<file path="config.mk">
export PLATFORM = sky130hd
export DESIGN_NAME = inst_rom_arbiter
export DESIGN_NICKNAME = d
export VERILOG_FILES = /design/src/rtl/inst_rom_arbiter_pkg.sv /design/src/rtl/inst_rom_arbiter_rr_arb2.sv /design/src/rtl/inst_rom_arbiter.sv
export SDC_FILE = /design/constraint.sdc
export NUM_CORES = 1
export LEC_CHECK = 0
export ABC_AREA = 1
export CORE_MARGIN = 3
export CORE_UTILIZATION = 37
export DETAILED_ROUTE_END_ITERATION = 6
export GPL_TIMING_DRIVEN = 0
export PLACE_DENSITY = 0.86
export REMOVE_ABC_BUFFERS = 1
export SLEW_MARGIN = 20
export SYNTH_ARGS = -nofsm -noshare
export SYNTH_HDL_FRONTEND = slang
export SYNTH_HIERARCHICAL = 1
export SYNTH_SLANG_ARGS = --single-unit
</file>
<file path="constraint.sdc">
create_clock -name clk -period 5.8 [get_ports clk]
set_input_delay 1.16 -clock clk [delete_from_list [all_inputs] [get_ports clk]]
set_output_delay 1.16 -clock clk [all_outputs]
set_load 0.05 [all_outputs]
</file>
<file path="src/rtl/inst_rom_arbiter_pkg.sv">
// ---------------------------------------------------------------------------
// inst_rom_arbiter_pkg
//
// Shared definitions for the instruction-ROM arbiter slice: the round-robin
// priority encoding, requester slot indices, ROM enable levels and the
// alignment helper.  Imported by inst_rom_arbiter and its arbiter core.
// ---------------------------------------------------------------------------
package inst_rom_arbiter_pkg;

  // Which requester wins the next contested cycle
  typedef enum logic {
    RomPrioIf = 1'b0,
    RomPrioLs = 1'b1
  } romPrio_t;

  // Slot of each requester inside the two-bit req/gnt vectors
  localparam int unsigned ReqIf = 0;
  localparam int unsigned ReqLs = 1;

  // ROM chip-enable levels
  localparam logic ReadEnable  = 1'b1;
  localparam logic ReadDisable = 1'b0;

  // A word access is misaligned when either of the two byte-offset bits is set
  function automatic logic isMisaligned(input logic [1:0] lowBits);
    return |lowBits;
  endfunction

endpackage

</file>
<file path="src/rtl/inst_rom_arbiter_rr_arb2.sv">
// ---------------------------------------------------------------------------
// inst_rom_arbiter_rr_arb2
//
// Two-input round-robin arbiter.  Grants are combinational from the request
// vector and the priority pointer; the pointer flips only when both inputs
// request in the same cycle, so a lone requester never disturbs fairness.
// Written generically so the data-RAM port can reuse it.
//
// Ports:
//   clk    in   clock, pointer updates on the rising edge
//   rst    in   asynchronous active-high reset, pointer returns to IF
//   req_i  in   [1:0] request vector (bit ReqIf, bit ReqLs)
//   gnt_o  out  [1:0] one-hot (or zero) grant vector
// ---------------------------------------------------------------------------
module inst_rom_arbiter_rr_arb2
  import inst_rom_arbiter_pkg::*;
(
  input  logic       clk,
  input  logic       rst,
  input  logic [1:0] req_i,
  output logic [1:0] gnt_o
);

  romPrio_t r_prio;
  logic     w_contested;

  assign w_contested = req_i[ReqIf] & req_i[ReqLs];

  // Pick the winner: a lone requester always wins, and when both request
  // the side named by the pointer wins.  The LS branch is reached either
  // because IF is idle or because the pointer favours LS.
  always_comb begin
    gnt_o = 2'b00;
    if (req_i[ReqIf] && (!req_i[ReqLs] || (r_prio == RomPrioIf))) begin
      gnt_o[ReqIf] = 1'b1;
    end else if (req_i[ReqLs]) begin
      gnt_o[ReqLs] = 1'b1;
    end
  end

  // Hand priority to the loser after every contested grant; uncontested
  // and idle cycles leave the pointer alone.
  always_ff @(posedge clk or posedge rst) begin
    if (rst) begin
      r_prio <= RomPrioIf;
    end else if (w_contested) begin
      r_prio <= (r_prio == RomPrioIf) ? RomPrioLs : RomPrioIf;
    end
  end

endmodule

</file>
<file path="src/rtl/inst_rom_arbiter.sv">
// ---------------------------------------------------------------------------
// inst_rom_arbiter
//
// Shares the single combinational instruction ROM between the instruction
// fetch stage (IF) and the load/store unit (LS).  Each cycle at most one
// requester is granted; the grant drives the ROM address and chip enable in
// the same cycle and the ROM word is captured into a one-cycle-latency
// response for the winner.  Misaligned addresses return an error response
// without enabling the ROM, and a pipeline flush blocks new IF grants and
// hides an IF response that is being presented.
//
// Ports:
//   clk, rst                     clock, asynchronous active-high reset
//   if_req_i / if_addr_i         IF read request and byte address
//   if_gnt_o                     IF accepted this cycle (combinational)
//   if_rvalid_o/if_rdata_o/if_err_o  IF response, one cycle after grant
//   ls_req_i / ls_addr_i         LS read request and byte address
//   ls_gnt_o                     LS accepted this cycle (combinational)
//   ls_rvalid_o/ls_rdata_o/ls_err_o  LS response, one cycle after grant
//   flush_i                      pipeline flush, affects IF only
//   rom_ce_o / rom_addr_o        ROM chip enable and byte address
//   rom_inst_i                   ROM word, combinational from rom_addr_o
// ---------------------------------------------------------------------------
module inst_rom_arbiter
  import inst_rom_arbiter_pkg::*;
#(
  parameter int ADDR_W = 32,
  parameter int DATA_W = 32
) (
  input  logic              clk,
  input  logic              rst,
  input  logic              if_req_i,
  input  logic [ADDR_W-1:0] if_addr_i,
  output logic              if_gnt_o,
  output logic              if_rvalid_o,
  output logic [DATA_W-1:0] if_rdata_o,
  output logic              if_err_o,
  input  logic              ls_req_i,
  input  logic [ADDR_W-1:0] ls_addr_i,
  output logic              ls_gnt_o,
  output logic              ls_rvalid_o,
  output logic [DATA_W-1:0] ls_rdata_o,
  output logic              ls_err_o,
  input  logic              flush_i,
  output logic              rom_ce_o,
  output logic [ADDR_W-1:0] rom_addr_o,
  input  logic [DATA_W-1:0] rom_inst_i
);

  logic [1:0]        w_arbReq;
  logic [1:0]        w_gnt;
  logic              w_anyGnt;
  logic [ADDR_W-1:0] w_winAddr;
  logic              w_misaligned;
  logic [DATA_W-1:0] w_rspWord;

  logic [ADDR_W-1:0] r_romAddr;
  logic              r_ifRvalid;
  logic [DATA_W-1:0] r_ifRdata;
  logic              r_ifErr;
  logic              r_lsRvalid;
  logic [DATA_W-1:0] r_lsRdata;
  logic              r_lsErr;

  // Requests seen by the arbiter.  A flush removes IF from the competition
  // entirely, so a flush during contention is an uncontested LS grant and
  // the pointer stays put.  Masking with rst keeps every grant low while the
  // block is held in reset.
  assign w_arbReq[ReqIf] = if_req_i & ~flush_i & ~rst;
  assign w_arbReq[ReqLs] = ls_req_i & ~rst;

  inst_rom_arbiter_rr_arb2 u_arb (
    .clk   (clk),
    .rst   (rst),
    .req_i (w_arbReq),
    .gnt_o (w_gnt)
  );

  assign if_gnt_o = w_gnt[ReqIf];
  assign ls_gnt_o = w_gnt[ReqLs];
  assign w_anyGnt = |w_gnt;

  // The winner's address goes to the ROM; misaligned accesses still present
  // their address but leave the ROM disabled and answer with a zero word.
  assign w_winAddr    = w_gnt[ReqLs] ? ls_addr_i : if_addr_i;
  assign w_misaligned = isMisaligned(w_winAddr[1:0]);
  assign w_rspWord    = w_misaligned ? '0 : rom_inst_i;

  assign rom_ce_o   = (w_anyGnt && !w_misaligned) ? ReadEnable : ReadDisable;
  assign rom_addr_o = w_anyGnt ? w_winAddr : r_romAddr;

  // Remember the last address driven so that idle cycles keep the ROM
  // address bus steady instead of following whatever the requesters drive.
  always_ff @(posedge clk or posedge rst) begin
    if (rst) begin
      r_romAddr <= '0;
    end else if (w_anyGnt) begin
      r_romAddr <= w_winAddr;
    end
  end

  // IF response register: rvalid and err are single-cycle pulses following
  // a grant; rdata only changes on an IF grant so it holds otherwise.
  always_ff @(posedge clk or posedge rst) begin
    if (rst) begin
      r_ifRvalid <= 1'b0;
      r_ifRdata  <= '0;
      r_ifErr    <= 1'b0;
    end else begin
      r_ifRvalid <= w_gnt[ReqIf];
      r_ifErr    <= w_gnt[ReqIf] & w_misaligned;
      if (w_gnt[ReqIf]) begin
        r_ifRdata <= w_rspWord;
      end
    end
  end

  // LS response register, same shape as the IF one; flush never touches it.
  always_ff @(posedge clk or posedge rst) begin
    if (rst) begin
      r_lsRvalid <= 1'b0;
      r_lsRdata  <= '0;
      r_lsErr    <= 1'b0;
    end else begin
      r_lsRvalid <= w_gnt[ReqLs];
      r_lsErr    <= w_gnt[ReqLs] & w_misaligned;
      if (w_gnt[ReqLs]) begin
        r_lsRdata <= w_rspWord;
      end
    end
  end

  // A flush in the cycle an IF response is presented kills that response,
  // since the instruction belongs to the path being discarded.
  assign if_rvalid_o = r_ifRvalid & ~flush_i;
  assign if_err_o    = r_ifErr & ~flush_i;
  assign if_rdata_o  = r_ifRdata;

  assign ls_rvalid_o = r_lsRvalid;
  assign ls_err_o    = r_lsErr;
  assign ls_rdata_o  = r_lsRdata;

endmodule

</file>
* Yosys cells after proc, flatten, opt, wreduce, memory -nomap -nowiden *
Cells that the tools add are included.

storage, ports and cells
  register bits = 101
  output and inout bits = 103
  word-level logic and storage cells = 34

operators by class
  mux-type cells = 8
  bitwise operators = 11
  reduce and logical (&&, ||, !) cells = 7

operators by type and width
  operator            number
  32-bit 2-to-1 mux   3
  1-bit bitwise AND   8
  1-bit 2-to-1 mux    5
  2-bit OR reduction  2
  1-bit inverter      3
  1-bit logical AND   2
  1-bit zero test     2
  1-bit logical OR    1

* Longest topological paths before layout *
Gate-level depths: netlist of the first run.

  depth after elaboration = 11
  gate-level depth with buffers = 12
  mapped depth without buffers = 10

* Cells and area by module *
The synthesis of the first run kept the hierarchy.

modules (own cells, without submodules)
  module                    times used  cells an instance  area an instance (um^2)
  inst_rom_arbiter          1           455                4,184.0
  inst_rom_arbiter_rr_arb2  1           9                  63.8

* Worst setup path before layout of the first run *
Ideal clock, no wire load.

  path kind = input -> output
  start = in rst
  end = out rom_addr_o[0]
  arrival time = 6,010 ps
  required time = 4,640 ps
  slack = -1,370 ps
  stages = 7
  path through = inv_1 nand2_1 nor2_1 a21boi_1 buf_2 nor2_4 o21ai_0

on the way
  elaborated cells on any way between the ends = 12

RTL lines
  what                RTL line                        source
  from (decl)         inst_rom_arbiter.sv:31          input logic rst,
  1-bit inverter      inst_rom_arbiter.sv:69          assign w_arbReq[ReqIf] = if_req_i & ~flush_i & ~rst;
  1-bit bitwise AND   inst_rom_arbiter.sv:69
  via w_arbReq[0]     inst_rom_arbiter.sv:50          logic [1:0] w_arbReq;
  1-bit logical AND   inst_rom_arbiter_rr_arb2.sv:34  if (req_i[ReqIf] && (!req_i[ReqLs] || (r_prio == RomPrioIf))) begin
  1-bit 2-to-1 mux    inst_rom_arbiter_rr_arb2.sv:34
  via if_gnt_o        inst_rom_arbiter.sv:34          output logic if_gnt_o,
  2-bit OR reduction  inst_rom_arbiter.sv:81          assign w_anyGnt = |w_gnt;
  32-bit 2-to-1 mux   n/a
  to (decl)           inst_rom_arbiter.sv:46          output logic [ADDR_W-1:0] rom_addr_o,

The timed path passes the listed nets, and every way through them passes these cells.

* Worst setup path in the final report of the first run *
  start = in rst
  end = out rom_addr_o[1]

on the way
  elaborated cells on any way between the ends = 12

RTL lines
  what                                                     RTL line
  1-bit inverter *                                         inst_rom_arbiter.sv:69
  1-bit bitwise AND *                                      inst_rom_arbiter.sv:69
  via w_arbReq[0]                                          inst_rom_arbiter.sv:50
  1-bit logical AND *                                      inst_rom_arbiter_rr_arb2.sv:34
  1-bit 2-to-1 mux                                         inst_rom_arbiter_rr_arb2.sv:34
  32-bit 2-to-1 mux or 2-bit OR reduction (tied branches)  inst_rom_arbiter.sv:85, inst_rom_arbiter.sv:81
  32-bit 2-to-1 mux *                                      n/a

Mark *: on every way through the listed nets, which the timed path passes. The rest lies on a longest branch.

==> impl_results.html, run 1 <==
<table>
<tr><th>Metric</th><th>Value</th></tr>
<tr><th colspan="2">Run status</th></tr>
<tr><td>Run status</td><td>completed</td></tr>
<tr><th colspan="2">Floorplan</th></tr>
<tr><td>Die Y</td><td>113 um</td></tr>
<tr><td>Die span in x</td><td>113 um</td></tr>
<tr><td>Starting utilization of the core area</td><td>0.385</td></tr>
<tr><td>Number of placement rows</td><td>38</td></tr>
<tr><td>Number of placed I/O pins</td><td>204</td></tr>
<tr><td>Core area</td><td>0.0110 mm^2</td></tr>
<tr><td>Die area</td><td>0.0128 mm^2</td></tr>
<tr><th colspan="2">Power and ir drop</th></tr>
<tr><td>Portion of total power attributed to combinational logic</td><td>0.328</td></tr>
<tr><td>Net switching power</td><td>0.000753 W</td></tr>
<tr><td>Power per unit of standard cell area</td><td>314 mW/mm^2</td></tr>
<tr><td>Sequential share of power</td><td>0.377</td></tr>
<tr><td>Leak Pwr</td><td>3.10 nW</td></tr>
<tr><td>Switching share of power</td><td>0.349</td></tr>
<tr><td>Maximum VDD drop</td><td>0.164 mV</td></tr>
<tr><td>Clock network fraction of design power</td><td>0.295</td></tr>
<tr><td>Cell internal power dissipation</td><td>0.00140 W</td></tr>
<tr><th colspan="2">STA</th></tr>
<tr><td>Final setup skew</td><td>0.00805 ns</td></tr>
<tr><td>Setup TNS</td><td>0 ns</td></tr>
<tr><td>Final Cycle Share</td><td>0.962</td></tr>
<tr><td>Minimum period implied by the final worst setup slack</td><td>5.58 ns</td></tr>
<tr><td>Maximum frequency from static timing analysis</td><td>179 MHz</td></tr>
<tr><td>Total setup violations reported at the end of the flow</td><td>0</td></tr>
<tr><td>Pin slew with the least headroom to its limit</td><td>0.622 ns</td></tr>
<tr><td>Final-report hold violation count</td><td>0</td></tr>
<tr><td>Max Transition Viols Final</td><td>0</td></tr>
<tr><td>Setup repair after global routing missed its margin</td><td>no</td></tr>
<tr><td>Worst max-slew margin expressed relative to the limit</td><td>0.583</td></tr>
<tr><th colspan="2">GRT</th></tr>
<tr><td>Maximum number of pins on one net before global-route repair</td><td>67</td></tr>
<tr><td>Number of global-route vias before repair</td><td>4214</td></tr>
<tr><td>Global-route wire length before repair</td><td>21.9 mm</td></tr>
<tr><td>Number of antenna violations at the first check in global routing</td><td>0</td></tr>
<tr><td>Sum of overflow across all layers after global routing</td><td>0</td></tr>
<tr><td>Global routing usage summed across all routing layers</td><td>0.212</td></tr>
<tr><th colspan="2">Clock network</th></tr>
<tr><td>CTS Root Buffer Type</td><td>sky130_fd_sc_hd__clkbuf_16</td></tr>
<tr><td>Total of hold buffers inserted after clock tree synthesis</td><td>0</td></tr>
<tr><td>Level count of the clock H-tree</td><td>3</td></tr>
<tr><td>TritonCTS clock tree</td><td>yes</td></tr>
<tr><td>Number of clock sinks</td><td>101</td></tr>
<tr><td>Clock insertion delay at the later pin of the skew report</td><td>0.34 ns</td></tr>
<tr><td>Clock-pin transition on the worst setup and hold timing paths</td><td>0.07 ns</td></tr>
<tr><td>TritonCTS buffer count</td><td>9</td></tr>
<tr><td>Deepest clock path buffer count</td><td>2</td></tr>
<tr><th colspan="2">Setup path</th></tr>
<tr><td>Worst Setup Start Kind</td><td>input port</td></tr>
<tr><td>Largest fanout of any net on the critical path</td><td>65</td></tr>
<tr><td>Required time at the worst-slack endpoint</td><td>4.64 ns</td></tr>
<tr><td>Nature of the critical path endpoint</td><td>primary output</td></tr>
<tr><td>Arrival time of data at the critical path endpoint</td><td>4.42 ns</td></tr>
<tr><td>Classification of the worst setup path</td><td>input port to primary output</td></tr>
<tr><th colspan="2">Synthesis</th></tr>
<tr><td>Gate Count Post-Synth</td><td>464</td></tr>
<tr><td>Netlist cell types</td><td>19</td></tr>
<tr><td>Synth Register Bits</td><td>101</td></tr>
<tr><td>Synthesized area</td><td>0.00425 mm^2</td></tr>
<tr><td>Synth warn</td><td>6</td></tr>
<tr><td>Sequential share of the synthesized area</td><td>0.595</td></tr>
<tr><td>Avg Synthesized Cell Area</td><td>9.15 um^2</td></tr>
<tr><th colspan="2">Min path</th></tr>
<tr><td>Path class of the lowest-slack min-delay path</td><td>flop to flop</td></tr>
<tr><th colspan="2">Place</th></tr>
<tr><td>Placer's final routability congestion estimate</td><td>0.822</td></tr>
<tr><td>Post-detail-place hpwl</td><td>9.34 mm</td></tr>
<tr><td>Number of I/O port buffers</td><td>203</td></tr>
<tr><th colspan="2">Layout</th></tr>
<tr><td>Net count, final</td><td>749</td></tr>
<tr><td>Final cell utilization of the core</td><td>0.623</td></tr>
<tr><td>Antenna diodes</td><td>0</td></tr>
<tr><td>Share of layout cells above drive strength 1</td><td>0.0597</td></tr>
<tr><td>Area growth from synthesis to layout</td><td>61.9%</td></tr>
<tr><th colspan="2">Detailed routing</th></tr>
<tr><td>Residual antenna-violating net count after detailed routing</td><td>0</td></tr>
<tr><td>Final Routed Wirelength</td><td>14.0 mm</td></tr>
<tr><td>Length of the first detailed-routing pass in iterations</td><td>4</td></tr>
<tr><td>Drt via density</td><td>5.30</td></tr>
<tr><td>Via count</td><td>4205</td></tr>
<tr><td>Wire per inst</td><td>17.7 um</td></tr>
<tr><td>Violation count after the first detailed-route iteration</td><td>259</td></tr>
<tr><td>Number of remaining DRC errors</td><td>0</td></tr>
<tr><th colspan="2">Job</th></tr>
<tr><td>Count of max-cap constraint violations</td><td>0</td></tr>
</table>
cell usage in the layout, fill, tap and decap left out, types with 2 or more instances in the layout:
master | synthesis | layout
sky130_fd_sc_hd__dlygate4sd2_1 | 0 | 2
sky130_fd_sc_hd__nor2_1 | 37 | 35
sky130_fd_sc_hd__o22ai_1 | 30 | 30
sky130_fd_sc_hd__clkdlybuf4s50_1 | 0 | 200
sky130_fd_sc_hd__nor3_1 | 30 | 30
sky130_fd_sc_hd__inv_1 | 12 | 10
sky130_fd_sc_hd__a21boi_4 | 0 | 2
sky130_fd_sc_hd__clkinvlp_4 | 0 | 5
sky130_fd_sc_hd__nand4_1 | 64 | 64
sky130_fd_sc_hd__clkbuf_16 | 0 | 9
sky130_fd_sc_hd__dfrtp_1 | 101 | 101
sky130_fd_sc_hd__buf_16 | 0 | 6
sky130_fd_sc_hd__bufinv_16 | 0 | 3
sky130_fd_sc_hd__buf_4 | 2 | 2
sky130_fd_sc_hd__nor2_4 | 1 | 2
sky130_fd_sc_hd__nand2_1 | 139 | 138
layer usage:
layer / share of wire / wire length, um / track usage
met1: 0.39 / 5490 / 0.257
met2: 0.51 / 7130 / 0.377
met3: 0.087 / 1220 / 0.0529
met4: 0.014 / 193 / 0.0553
met5: 0 / 0 / 0
layout make-up:
type,instances,area (um^2)
Clock buffer,10,229
Clock inverter,6,87.6
Fill cell,861,4160
Inverter,14,100
Multi-Input combinational cell,309,1520
Sequential cell,101,2530
Tap cell,140,175
Timing Repair Buffer,212,2230
Timing Repair inverter,1,7.51
path summary, 6_finish.rpt:
check	startpoint	end	slack, ns	depth (start not counted)
worst max-delay path	rst	rom_addr_o[1]	0.22	13
worst min-delay path	ls_rdata_o[22]	ls_rdata_o[22]	0.48	2
worst max register to register	u_arb/r_prio	ls_err_o	3.40	11
worst min register to register	ls_rdata_o[22]	ls_rdata_o[22]	0.48	2
max in group asynchronous	rst	if_rdata_o[3]	3.96	3
min in group asynchronous	rst	u_arb/r_prio	1.08	2
synth_stat cells:
library cell               instances  share of area
sky130_fd_sc_hd__nand2_1         139           0.12
sky130_fd_sc_hd__dfrtp_1         101           0.59
sky130_fd_sc_hd__nand4_1          64          0.094
sky130_fd_sc_hd__nor2_1           37          0.033
sky130_fd_sc_hd__nor3_1           30          0.035
sky130_fd_sc_hd__o22ai_1          30          0.044
sky130_fd_sc_hd__clkbuf_1         15          0.013
sky130_fd_sc_hd__buf_2            13          0.015
sky130_fd_sc_hd__inv_1            12          0.011
sky130_fd_sc_hd__buf_1             6         0.0053
sky130_fd_sc_hd__buf_6             5          0.013
sky130_fd_sc_hd__a21boi_1          2         0.0035
sky130_fd_sc_hd__buf_4             2         0.0035
sky130_fd_sc_hd__inv_2             2         0.0018
sky130_fd_sc_hd__nand2_2           2         0.0029
sky130_fd_sc_hd__nand3_1           1         0.0012
sky130_fd_sc_hd__nor2_4            1         0.0027
sky130_fd_sc_hd__o21ai_0           1         0.0012
sky130_fd_sc_hd__o21ai_1           1         0.0012
cells by family (layout without fill, tap and decap cells):
logic type             Yosys count  in the layout  share of synthesized area
AO/OA/AOI/OAI                   34             35                     0.0501
AND/OR/NAND/NOR                274            274                      0.292
flip-flops                     101            101                      0.595
buffers and inverters           55            243                     0.0630
registers in the layout (all words and copies together) (netlist names):
name and count:
r_ifRvalid 1, r_ifErr 1, if_rdata_o 32, r_romAddr 32, u_arb/r_prio 1, ls_err_o 1, ls_rvalid_o 1, ls_rdata_o 32
repair_timing:
action                                  4_1_cts  5_1_grt
resized for setup                            14        7
pin swaps                                     1        0
cloned                                        1        1
buffers inserted                              2        1
endpoints found under the setup margin       33       32
through the flow:
| stage | power, W | hold WS (ns) | setup WS (ns) | std cells | cell area, um^2 |
|---|---|---|---|---|---|
| 2_1_floorplan | 0.00122 | 0.469 | -4.99 | 423 | 4030 |
| 3_3_place_gp | 0.00149 | 0.462 | -8.36 | 766 | 6240 |
| 3_5_place_dp | 0.00152 | 0.464 | -1.18 | 772 | 6440 |
| 4_1_cts | 0.00217 | 0.483 | 0.0258 | 791 | 6810 |
| 5_1_grt | 0.00225 | 0.505 | 0.000496 | 793 | 6880 |
| 6_report | 0.00216 | 0.480 | 0.222 | 793 | 6880 |
critical path: stages:
cell,delay (ns)
sky130_fd_sc_hd__clkdlybuf4s50_1,0.56
sky130_fd_sc_hd__bufinv_16,0.28
sky130_fd_sc_hd__nand2_1,0.16
sky130_fd_sc_hd__nor2_4,0.08
sky130_fd_sc_hd__a21boi_4,0.20
sky130_fd_sc_hd__buf_16,0.20
sky130_fd_sc_hd__clkinv_8,0.24
sky130_fd_sc_hd__nand2_1,0.19
sky130_fd_sc_hd__nand2_4,0.19
sky130_fd_sc_hd__buf_16,0.23
sky130_fd_sc_hd__buf_16,0.17
sky130_fd_sc_hd__o21ai_1,0.15
sky130_fd_sc_hd__dlygate4sd2_1,0.56
power groups by stage:
| stage | clock network [W] | logic, W | registers [W] |
|---|---|---|---|
| after floorplan | 0 | 0.000265 | 0.000960 |
| after global placement | 0 | 0.000666 | 0.000822 |
| after detailed placement | 0 | 0.000696 | 0.000826 |
| after CTS | 0.000648 | 0.000704 | 0.000814 |
| after global routing | 0.000680 | 0.000743 | 0.000822 |
| final | 0.000636 | 0.000707 | 0.000814 |
No activity file was read; power rests on OpenSTA's default activity.
==> run 2, diff against run 1 <==
CORE_UTILIZATION = 41   (was 37)
PLACE_DENSITY = 0.9   (was 0.86)
clock period = 5.9 ns   (was 5.8 ns; I/O delays follow)
==> impl_results.html, run 2 (same netlist as run 1, synthesis figures left out) <==
<table>
<tr><th>Metric</th><th>Value</th></tr>
<tr><th colspan="2">Run status</th></tr>
<tr><td>Run status</td><td>completed</td></tr>
<tr><th colspan="2">Place</th></tr>
<tr><td>Placer's final routability congestion estimate</td><td>0.751</td></tr>
<tr><td>Number of I/O port buffers</td><td>203</td></tr>
<tr><td>Placement Setup Slack</td><td>-1.20 ns</td></tr>
<tr><td>Post-detail-place hpwl</td><td>9.17 mm</td></tr>
<tr><th colspan="2">STA</th></tr>
<tr><td>Maximum frequency from static timing analysis</td><td>180 MHz</td></tr>
<tr><td>Final setup skew</td><td>0.00938 ns</td></tr>
<tr><td>Total setup violations reported at the end of the flow</td><td>0</td></tr>
<tr><td>Setup TNS</td><td>0 ns</td></tr>
<tr><td>Max Transition Viols Final</td><td>0</td></tr>
<tr><td>Minimum period implied by the final worst setup slack</td><td>5.55 ns</td></tr>
<tr><td>Setup repair after global routing missed its margin</td><td>no</td></tr>
<tr><td>Final Cycle Share</td><td>0.940</td></tr>
<tr><td>Worst max-slew margin expressed relative to the limit</td><td>0.548</td></tr>
<tr><td>Pin slew with the least headroom to its limit</td><td>0.677 ns</td></tr>
<tr><td>Final-report hold violation count</td><td>0</td></tr>
<tr><td>Min setup slack post-route</td><td>0.355 ns</td></tr>
<tr><th colspan="2">Floorplan</th></tr>
<tr><td>Die area</td><td>0.0116 mm^2</td></tr>
<tr><td>Number of placed I/O pins</td><td>204</td></tr>
<tr><td>Die Y</td><td>108 um</td></tr>
<tr><td>Starting utilization of the core area</td><td>0.429</td></tr>
<tr><td>Die span in x</td><td>108 um</td></tr>
<tr><td>Core area</td><td>0.00991 mm^2</td></tr>
<tr><td>Number of placement rows</td><td>36</td></tr>
<tr><th colspan="2">Min path</th></tr>
<tr><td>Worst hold path stage count</td><td>2</td></tr>
<tr><td>Path class of the lowest-slack min-delay path</td><td>flop to flop</td></tr>
<tr><th colspan="2">Setup path</th></tr>
<tr><td>Slowest cell on the critical path</td><td>sky130_fd_sc_hd__dlygate4sd2_1</td></tr>
<tr><td>Cell family contributing the most delay on the critical path</td><td>buffers and inverters</td></tr>
<tr><td>Combined buffer and inverter count along the critical path</td><td>6</td></tr>
<tr><td>Arrival time of data at the critical path endpoint</td><td>4.37 ns</td></tr>
<tr><td>Classification of the worst setup path</td><td>input port to primary output</td></tr>
<tr><td>Nature of the critical path endpoint</td><td>primary output</td></tr>
<tr><td>Register-to-register setup slack</td><td>3.39 ns</td></tr>
<tr><td>Logic depth of the worst register-to-register path</td><td>10</td></tr>
<tr><td>CP cell instances</td><td>clkdlybuf4s50_1 &gt; bufinv_16 &gt; nand2_1 &gt; nor2_2 &gt; a21boi_4 &gt; buf_16 &gt; buf_16 &gt; clkinv_8 &gt; nand2_1 &gt; nand2_4 &gt; o21ai_1 &gt; dlygate4sd2_1</td></tr>
<tr><td>Worst Setup Start Kind</td><td>input port</td></tr>
<tr><td>Required time at the worst-slack endpoint</td><td>4.72 ns</td></tr>
<tr><td>Largest fanout of any net on the critical path</td><td>65</td></tr>
<tr><td>Slowest cell delay on critical path</td><td>0.58 ns</td></tr>
<tr><td>Crit path depth</td><td>12</td></tr>
<tr><th colspan="2">Layout</th></tr>
<tr><td>Sequential cell area</td><td>0.00253 mm^2</td></tr>
<tr><td>Share of layout cells above drive strength 1</td><td>0.0613</td></tr>
<tr><td>Area of the multi-input gates</td><td>0.00153 mm^2</td></tr>
<tr><td>Fillers</td><td>723</td></tr>
<tr><td>Net count, final</td><td>748</td></tr>
<tr><td>Most common cell after layout, fill and taps aside</td><td>sky130_fd_sc_hd__clkdlybuf4s50_1</td></tr>
<tr><td>Antenna diodes</td><td>0</td></tr>
<tr><td>Area growth from synthesis to layout</td><td>59.5%</td></tr>
<tr><td>Most used cells in the layout excluding fill and tap cells</td><td>170 x sky130_fd_sc_hd__clkdlybuf4s50_1, 137 x sky130_fd_sc_hd__nand2_1, 101 x sky130_fd_sc_hd__dfrtp_1</td></tr>
<tr><th colspan="2">GRT</th></tr>
<tr><td>Global routing usage summed across all routing layers</td><td>0.231</td></tr>
<tr><td>Number of global-route vias before repair</td><td>4309</td></tr>
<tr><td>Sum of overflow across all layers after global routing</td><td>0</td></tr>
<tr><td>Maximum number of pins on one net before global-route repair</td><td>67</td></tr>
<tr><td>Global-route wire length before repair</td><td>21.2 mm</td></tr>
<tr><td>Number of antenna violations at the first check in global routing</td><td>0</td></tr>
<tr><th colspan="2">Detailed routing</th></tr>
<tr><td>Final Routed Wirelength</td><td>14.3 mm</td></tr>
<tr><td>Violation count after the first detailed-route iteration</td><td>381</td></tr>
<tr><td>Number of remaining DRC errors</td><td>0</td></tr>
<tr><td>Drt via density</td><td>5.45</td></tr>
<tr><td>Length of the first detailed-routing pass in iterations</td><td>4</td></tr>
<tr><td>Wire per inst</td><td>18.2 um</td></tr>
<tr><td>Residual antenna-violating net count after detailed routing</td><td>0</td></tr>
<tr><td>Via count</td><td>4280</td></tr>
<tr><th colspan="2">Clock network</th></tr>
<tr><td>Deepest clock path buffer count</td><td>2</td></tr>
<tr><td>Clock-pin transition on the worst setup and hold timing paths</td><td>0.11 ns</td></tr>
<tr><td>TritonCTS buffer count</td><td>9</td></tr>
<tr><td>CTS Root Buffer Type</td><td>sky130_fd_sc_hd__clkbuf_8</td></tr>
<tr><td>Clock insertion delay at the later pin of the skew report</td><td>0.36 ns</td></tr>
<tr><td>Level count of the clock H-tree</td><td>3</td></tr>
<tr><td>Total of hold buffers inserted after clock tree synthesis</td><td>0</td></tr>
<tr><td>TritonCTS clock tree</td><td>yes</td></tr>
<tr><td>Number of clock sinks</td><td>101</td></tr>
<tr><th colspan="2">Power and ir drop</th></tr>
<tr><td>Maximum VDD drop</td><td>0.158 mV</td></tr>
<tr><td>Power per unit of standard cell area</td><td>286 mW/mm^2</td></tr>
<tr><td>Leak Pwr</td><td>3.25 nW</td></tr>
<tr><th colspan="2">Job</th></tr>
<tr><td>Count of max-cap constraint violations</td><td>0</td></tr>
</table>
-- run 2: worst paths after layout --
path                                   to     startpoint
setup / recovery            rom_addr_o[1]            rst
hold / removal              if_rdata_o[7]  if_rdata_o[7]
setup reg to reg           ls_rdata_o[13]   u_arb/r_prio
hold reg to reg             if_rdata_o[7]  if_rdata_o[7]
max in group asynchronous  if_rdata_o[15]            rst
min in group asynchronous    u_arb/r_prio            rst
-- run 2: per-layer routing --
metal	routed length, um	vias to the layer above	global-route usage
met5	0	-	0
met4	134	0	0.0604
met3	1400	15	0.0810
met2	7330	210	0.417
met1	5440	2103	0.257
li1	-	1952	-
-- run 2: final cells by class --
type,count,share of cell area
flip-flops and latches,101,0.373
repair buffers,211,0.333
multi-input cells,310,0.225
well taps,133,0.0246
clock buffers,10,0.0188
inverters,14,0.0144
clock inverters,6,0.0113
-- run 2: tightest hold or removal path, delay by kind of cell (launching register included) --
kind / cells / cell delay [ns]
DFF: 1 / 0.36
and+or+nand+nor: 2 / 0.10
-- run 2: what timing repair did --
| item | 4_1_cts | 5_1_grt |
|---|---|---|
| endpoints found under the setup margin | 33 | 33 |
| gates cloned | 1 | 1 |
| buffers inserted | 2 | 1 |
| gates resized for setup | 17 | 35 |
| pin swaps | 1 | 2 |
-- run 2: stage by stage --
| step | power [W] | util | std cells | hold slack (ns) | cell area [um^2] |
|---|---|---|---|---|---|
| after floorplan | 0.00120 | - | 423 | 0.469 | 4030 |
| after global placement | 0.00146 | 0.629 | 759 | 0.462 | 6230 |
| after detailed placement | 0.00149 | 0.645 | 764 | 0.465 | 6390 |
| after CTS | 0.00196 | 0.673 | 783 | 0.495 | 6670 |
| after global routing | 0.00202 | 0.684 | 785 | 0.520 | 6780 |
| final | 0.00194 | 0.684 | 785 | 0.490 | 6780 |
-- run 2: power breakdown --
group	internal (W)	switching, W
Clock	0.000205	0.000246
Sequential	0.000766	0.0000355
Combinational	0.000234	0.000453
==> run 3, diff against run 2 <==
SETUP_SLACK_MARGIN = 0.2   (was default)
==> impl_results.html, run 3 (same netlist as run 1, synthesis figures left out) <==
<table>
<tr><th>Metric</th><th>Value</th></tr>
<tr><th colspan="2">Run status</th></tr>
<tr><td>Run status</td><td>completed</td></tr>
<tr><th colspan="2">Power and ir drop</th></tr>
<tr><td>Maximum VDD drop</td><td>0.158 mV</td></tr>
<tr><td>Sequential share of power</td><td>0.414</td></tr>
<tr><td>Cell internal power dissipation</td><td>0.00120 W</td></tr>
<tr><td>Portion of total power attributed to combinational logic</td><td>0.354</td></tr>
<tr><td>Power per unit of standard cell area</td><td>286 mW/mm^2</td></tr>
<tr><td>Overall power</td><td>0.00194 W</td></tr>
<tr><td>Clock network fraction of design power</td><td>0.232</td></tr>
<tr><td>Net switching power</td><td>0.000731 W</td></tr>
<tr><td>Switching share of power</td><td>0.378</td></tr>
<tr><td>Leak Pwr</td><td>3.23 nW</td></tr>
<tr><th colspan="2">Floorplan</th></tr>
<tr><td>Core area</td><td>0.00991 mm^2</td></tr>
<tr><td>Starting utilization of the core area</td><td>0.429</td></tr>
<tr><td>Number of placed I/O pins</td><td>204</td></tr>
<tr><td>Die Y</td><td>108 um</td></tr>
<tr><td>Die span in x</td><td>108 um</td></tr>
<tr><td>Number of placement rows</td><td>36</td></tr>
<tr><td>Die area</td><td>0.0116 mm^2</td></tr>
<tr><th colspan="2">Detailed routing</th></tr>
<tr><td>Drt via density</td><td>5.38</td></tr>
<tr><td>Length of the first detailed-routing pass in iterations</td><td>4</td></tr>
<tr><td>Final Routed Wirelength</td><td>14.3 mm</td></tr>
<tr><td>Number of remaining DRC errors</td><td>0</td></tr>
<tr><td>Wire per inst</td><td>18.2 um</td></tr>
<tr><td>Via count</td><td>4220</td></tr>
<tr><td>Violation count after the first detailed-route iteration</td><td>388</td></tr>
<tr><td>Residual antenna-violating net count after detailed routing</td><td>0</td></tr>
<tr><th colspan="2">Setup path</th></tr>
<tr><td>Register-to-register setup slack</td><td>3.43 ns</td></tr>
<tr><td>Slowest cell on the critical path</td><td>sky130_fd_sc_hd__clkdlybuf4s50_1</td></tr>
<tr><td>Nature of the critical path endpoint</td><td>primary output</td></tr>
<tr><td>Critical R2R Capture</td><td>ls_rdata_o[13]</td></tr>
<tr><td>Classification of the worst setup path</td><td>input port to primary output</td></tr>
<tr><td>Arrival time of data at the critical path endpoint</td><td>4.32 ns</td></tr>
<tr><td>Required time at the worst-slack endpoint</td><td>4.72 ns</td></tr>
<tr><td>Slowest cell delay on critical path</td><td>0.48 ns</td></tr>
<tr><td>Reg2reg start</td><td>u_arb/r_prio</td></tr>
<tr><td>CP cell instances</td><td>clkdlybuf4s50_1 &gt; bufinv_16 &gt; nand2_1 &gt; nor2_4 &gt; a21boi_4 &gt; buf_16 &gt; buf_16 &gt; inv_8 &gt; nand2_2 &gt; nand2_8 &gt; nand2_1 &gt; nor2_1 &gt; clkdlybuf4s15_2</td></tr>
<tr><td>Worst Setup Start Kind</td><td>input port</td></tr>
<tr><td>Largest fanout of any net on the critical path</td><td>65</td></tr>
<tr><td>Logic depth of the worst register-to-register path</td><td>10</td></tr>
<tr><th colspan="2">Layout</th></tr>
<tr><td>Area of the multi-input gates</td><td>0.00153 mm^2</td></tr>
<tr><td>Antenna diodes</td><td>0</td></tr>
<tr><td>Sequential cell area</td><td>0.00253 mm^2</td></tr>
<tr><td>Final Cell Area</td><td>0.00677 mm^2</td></tr>
<tr><td>Fillers</td><td>724</td></tr>
<tr><td>Share of layout cells above drive strength 1</td><td>0.0629</td></tr>
<tr><td>Most common cell after layout, fill and taps aside</td><td>sky130_fd_sc_hd__clkdlybuf4s50_1</td></tr>
<tr><td>Area growth from synthesis to layout</td><td>59.5%</td></tr>
<tr><td>Most used cells in the layout excluding fill and tap cells</td><td>170 x sky130_fd_sc_hd__clkdlybuf4s50_1, 137 x sky130_fd_sc_hd__nand2_1, 101 x sky130_fd_sc_hd__dfrtp_1</td></tr>
<tr><td>Net count, final</td><td>748</td></tr>
<tr><td>Post-layout instance count excluding filler cells</td><td>785</td></tr>
<tr><th colspan="2">Place</th></tr>
<tr><td>Placement Setup Slack</td><td>-1.20 ns</td></tr>
<tr><td>Cell area reported after detailed placement</td><td>0.00639 mm^2</td></tr>
<tr><td>Placer's final routability congestion estimate</td><td>0.751</td></tr>
<tr><td>Number of I/O port buffers</td><td>203</td></tr>
<tr><td>Cell count after placement</td><td>764</td></tr>
<tr><td>Post-detail-place hpwl</td><td>9.17 mm</td></tr>
<tr><th colspan="2">Clock network</th></tr>
<tr><td>Deepest clock path buffer count</td><td>2</td></tr>
<tr><td>TritonCTS clock tree</td><td>yes</td></tr>
<tr><td>TritonCTS buffer count</td><td>9</td></tr>
<tr><td>Level count of the clock H-tree</td><td>3</td></tr>
<tr><td>Clock insertion delay at the later pin of the skew report</td><td>0.36 ns</td></tr>
<tr><td>Total of hold buffers inserted after clock tree synthesis</td><td>0</td></tr>
<tr><td>Clock-pin transition on the worst setup and hold timing paths</td><td>0.11 ns</td></tr>
<tr><td>CTS Root Buffer Type</td><td>sky130_fd_sc_hd__clkbuf_8</td></tr>
<tr><td>Number of clock sinks</td><td>101</td></tr>
<tr><th colspan="2">GRT</th></tr>
<tr><td>Number of antenna violations at the first check in global routing</td><td>0</td></tr>
<tr><td>Number of global-route vias before repair</td><td>4368</td></tr>
<tr><td>Sum of overflow across all layers after global routing</td><td>0</td></tr>
<tr><td>Global routing usage summed across all routing layers</td><td>0.237</td></tr>
<tr><td>Maximum number of pins on one net before global-route repair</td><td>66</td></tr>
<tr><td>Global-route wire length before repair</td><td>21.7 mm</td></tr>
<tr><th colspan="2">STA</th></tr>
<tr><td>Min setup slack post-route</td><td>0.401 ns</td></tr>
<tr><td>Total setup violations reported at the end of the flow</td><td>0</td></tr>
<tr><td>Worst max-slew margin expressed relative to the limit</td><td>0.541</td></tr>
<tr><td>Max Transition Viols Final</td><td>0</td></tr>
<tr><td>Pin slew with the least headroom to its limit</td><td>0.688 ns</td></tr>
<tr><td>Minimum period implied by the final worst setup slack</td><td>5.50 ns</td></tr>
<tr><td>Maximum frequency from static timing analysis</td><td>182 MHz</td></tr>
<tr><td>Setup repair after global routing missed its margin</td><td>no</td></tr>
<tr><td>Final Cycle Share</td><td>0.932</td></tr>
<tr><td>Final setup skew</td><td>0.0106 ns</td></tr>
<tr><td>Final-report hold violation count</td><td>0</td></tr>
<tr><th colspan="2">Min path</th></tr>
<tr><td>End point of the most critical hold path</td><td>if_rdata_o[7]</td></tr>
<tr><td>Path class of the lowest-slack min-delay path</td><td>flop to flop</td></tr>
<tr><td>Worst hold path stage count</td><td>2</td></tr>
<tr><td>Worst hold start</td><td>if_rdata_o[7]</td></tr>
<tr><th colspan="2">Job</th></tr>
<tr><td>Count of max-cap constraint violations</td><td>0</td></tr>
</table>
## run 3: critical path, delay by kind of cell
family,cells,cell delay [ns]
AOI/OAI and AO/OA,1,0.13
buffers and inverters,6,1.90
and+or+nand+nor,6,1.07
## run 3: worst max path at each step
stage	startpoint	to	slack, ns	depth (start not counted)
2_1_floorplan	rst	rom_addr_o[1]	-4.93	8
3_3_place_gp	rst	rom_addr_o[1]	-8.37	10
3_5_place_dp	rst	rom_ce_o	-1.20	13
4_1_cts	rst	rom_addr_o[16]	0.20	11
5_1_grt	rst	rom_ce_o	0.22	13
6_report	rst	rom_ce_o	0.40	13
## run 3: stage by stage
stage | util | hold WS [ns] | setup TNS, ns
after global routing | 0.684 | 0.519 | 0
after CTS | 0.676 | 0.495 | 0
after detailed placement | 0.645 | 0.465 | -15.47
after global placement | 0.629 | 0.462 | -822.95
after floorplan | - | 0.469 | -409.14
final | 0.684 | 0.491 | 0
## run 3: metal layers
layer  part of all wire  global-route usage
met4              0.014              0.0694
met1               0.38               0.260
met3              0.099              0.0810
met5                  0                   0
met2               0.51               0.432
## run 3: final cells by class
cell class | instances | area share
well taps | 133 | 0.0246
clock inverters | 6 | 0.0113
repair buffers | 211 | 0.332
inverters | 14 | 0.0137
multi-input cells | 310 | 0.226
flip-flops and latches | 101 | 0.373
clock buffers | 10 | 0.0188
## run 3: power by group through the flow
stage	Clock (W)	Sequential, W	Combinational (W)
floorplan	0	0.000944	0.000260
detailed placement	0	0.000814	0.000678
CTS	0.000468	0.000801	0.000690
global placement	0	0.000808	0.000654
finish	0.000449	0.000802	0.000685
global route	0.000488	0.000810	0.000718
## run 3: repair_timing
action / in CTS / in global routing
pin swaps: 2 / 1
setup endpoints to repair: 33 / 30
gates resized for setup: 26 / 28
buffers inserted: 2 / 1
gates cloned: 2 / 0
endpoints found under the hold margin: 0 / 0
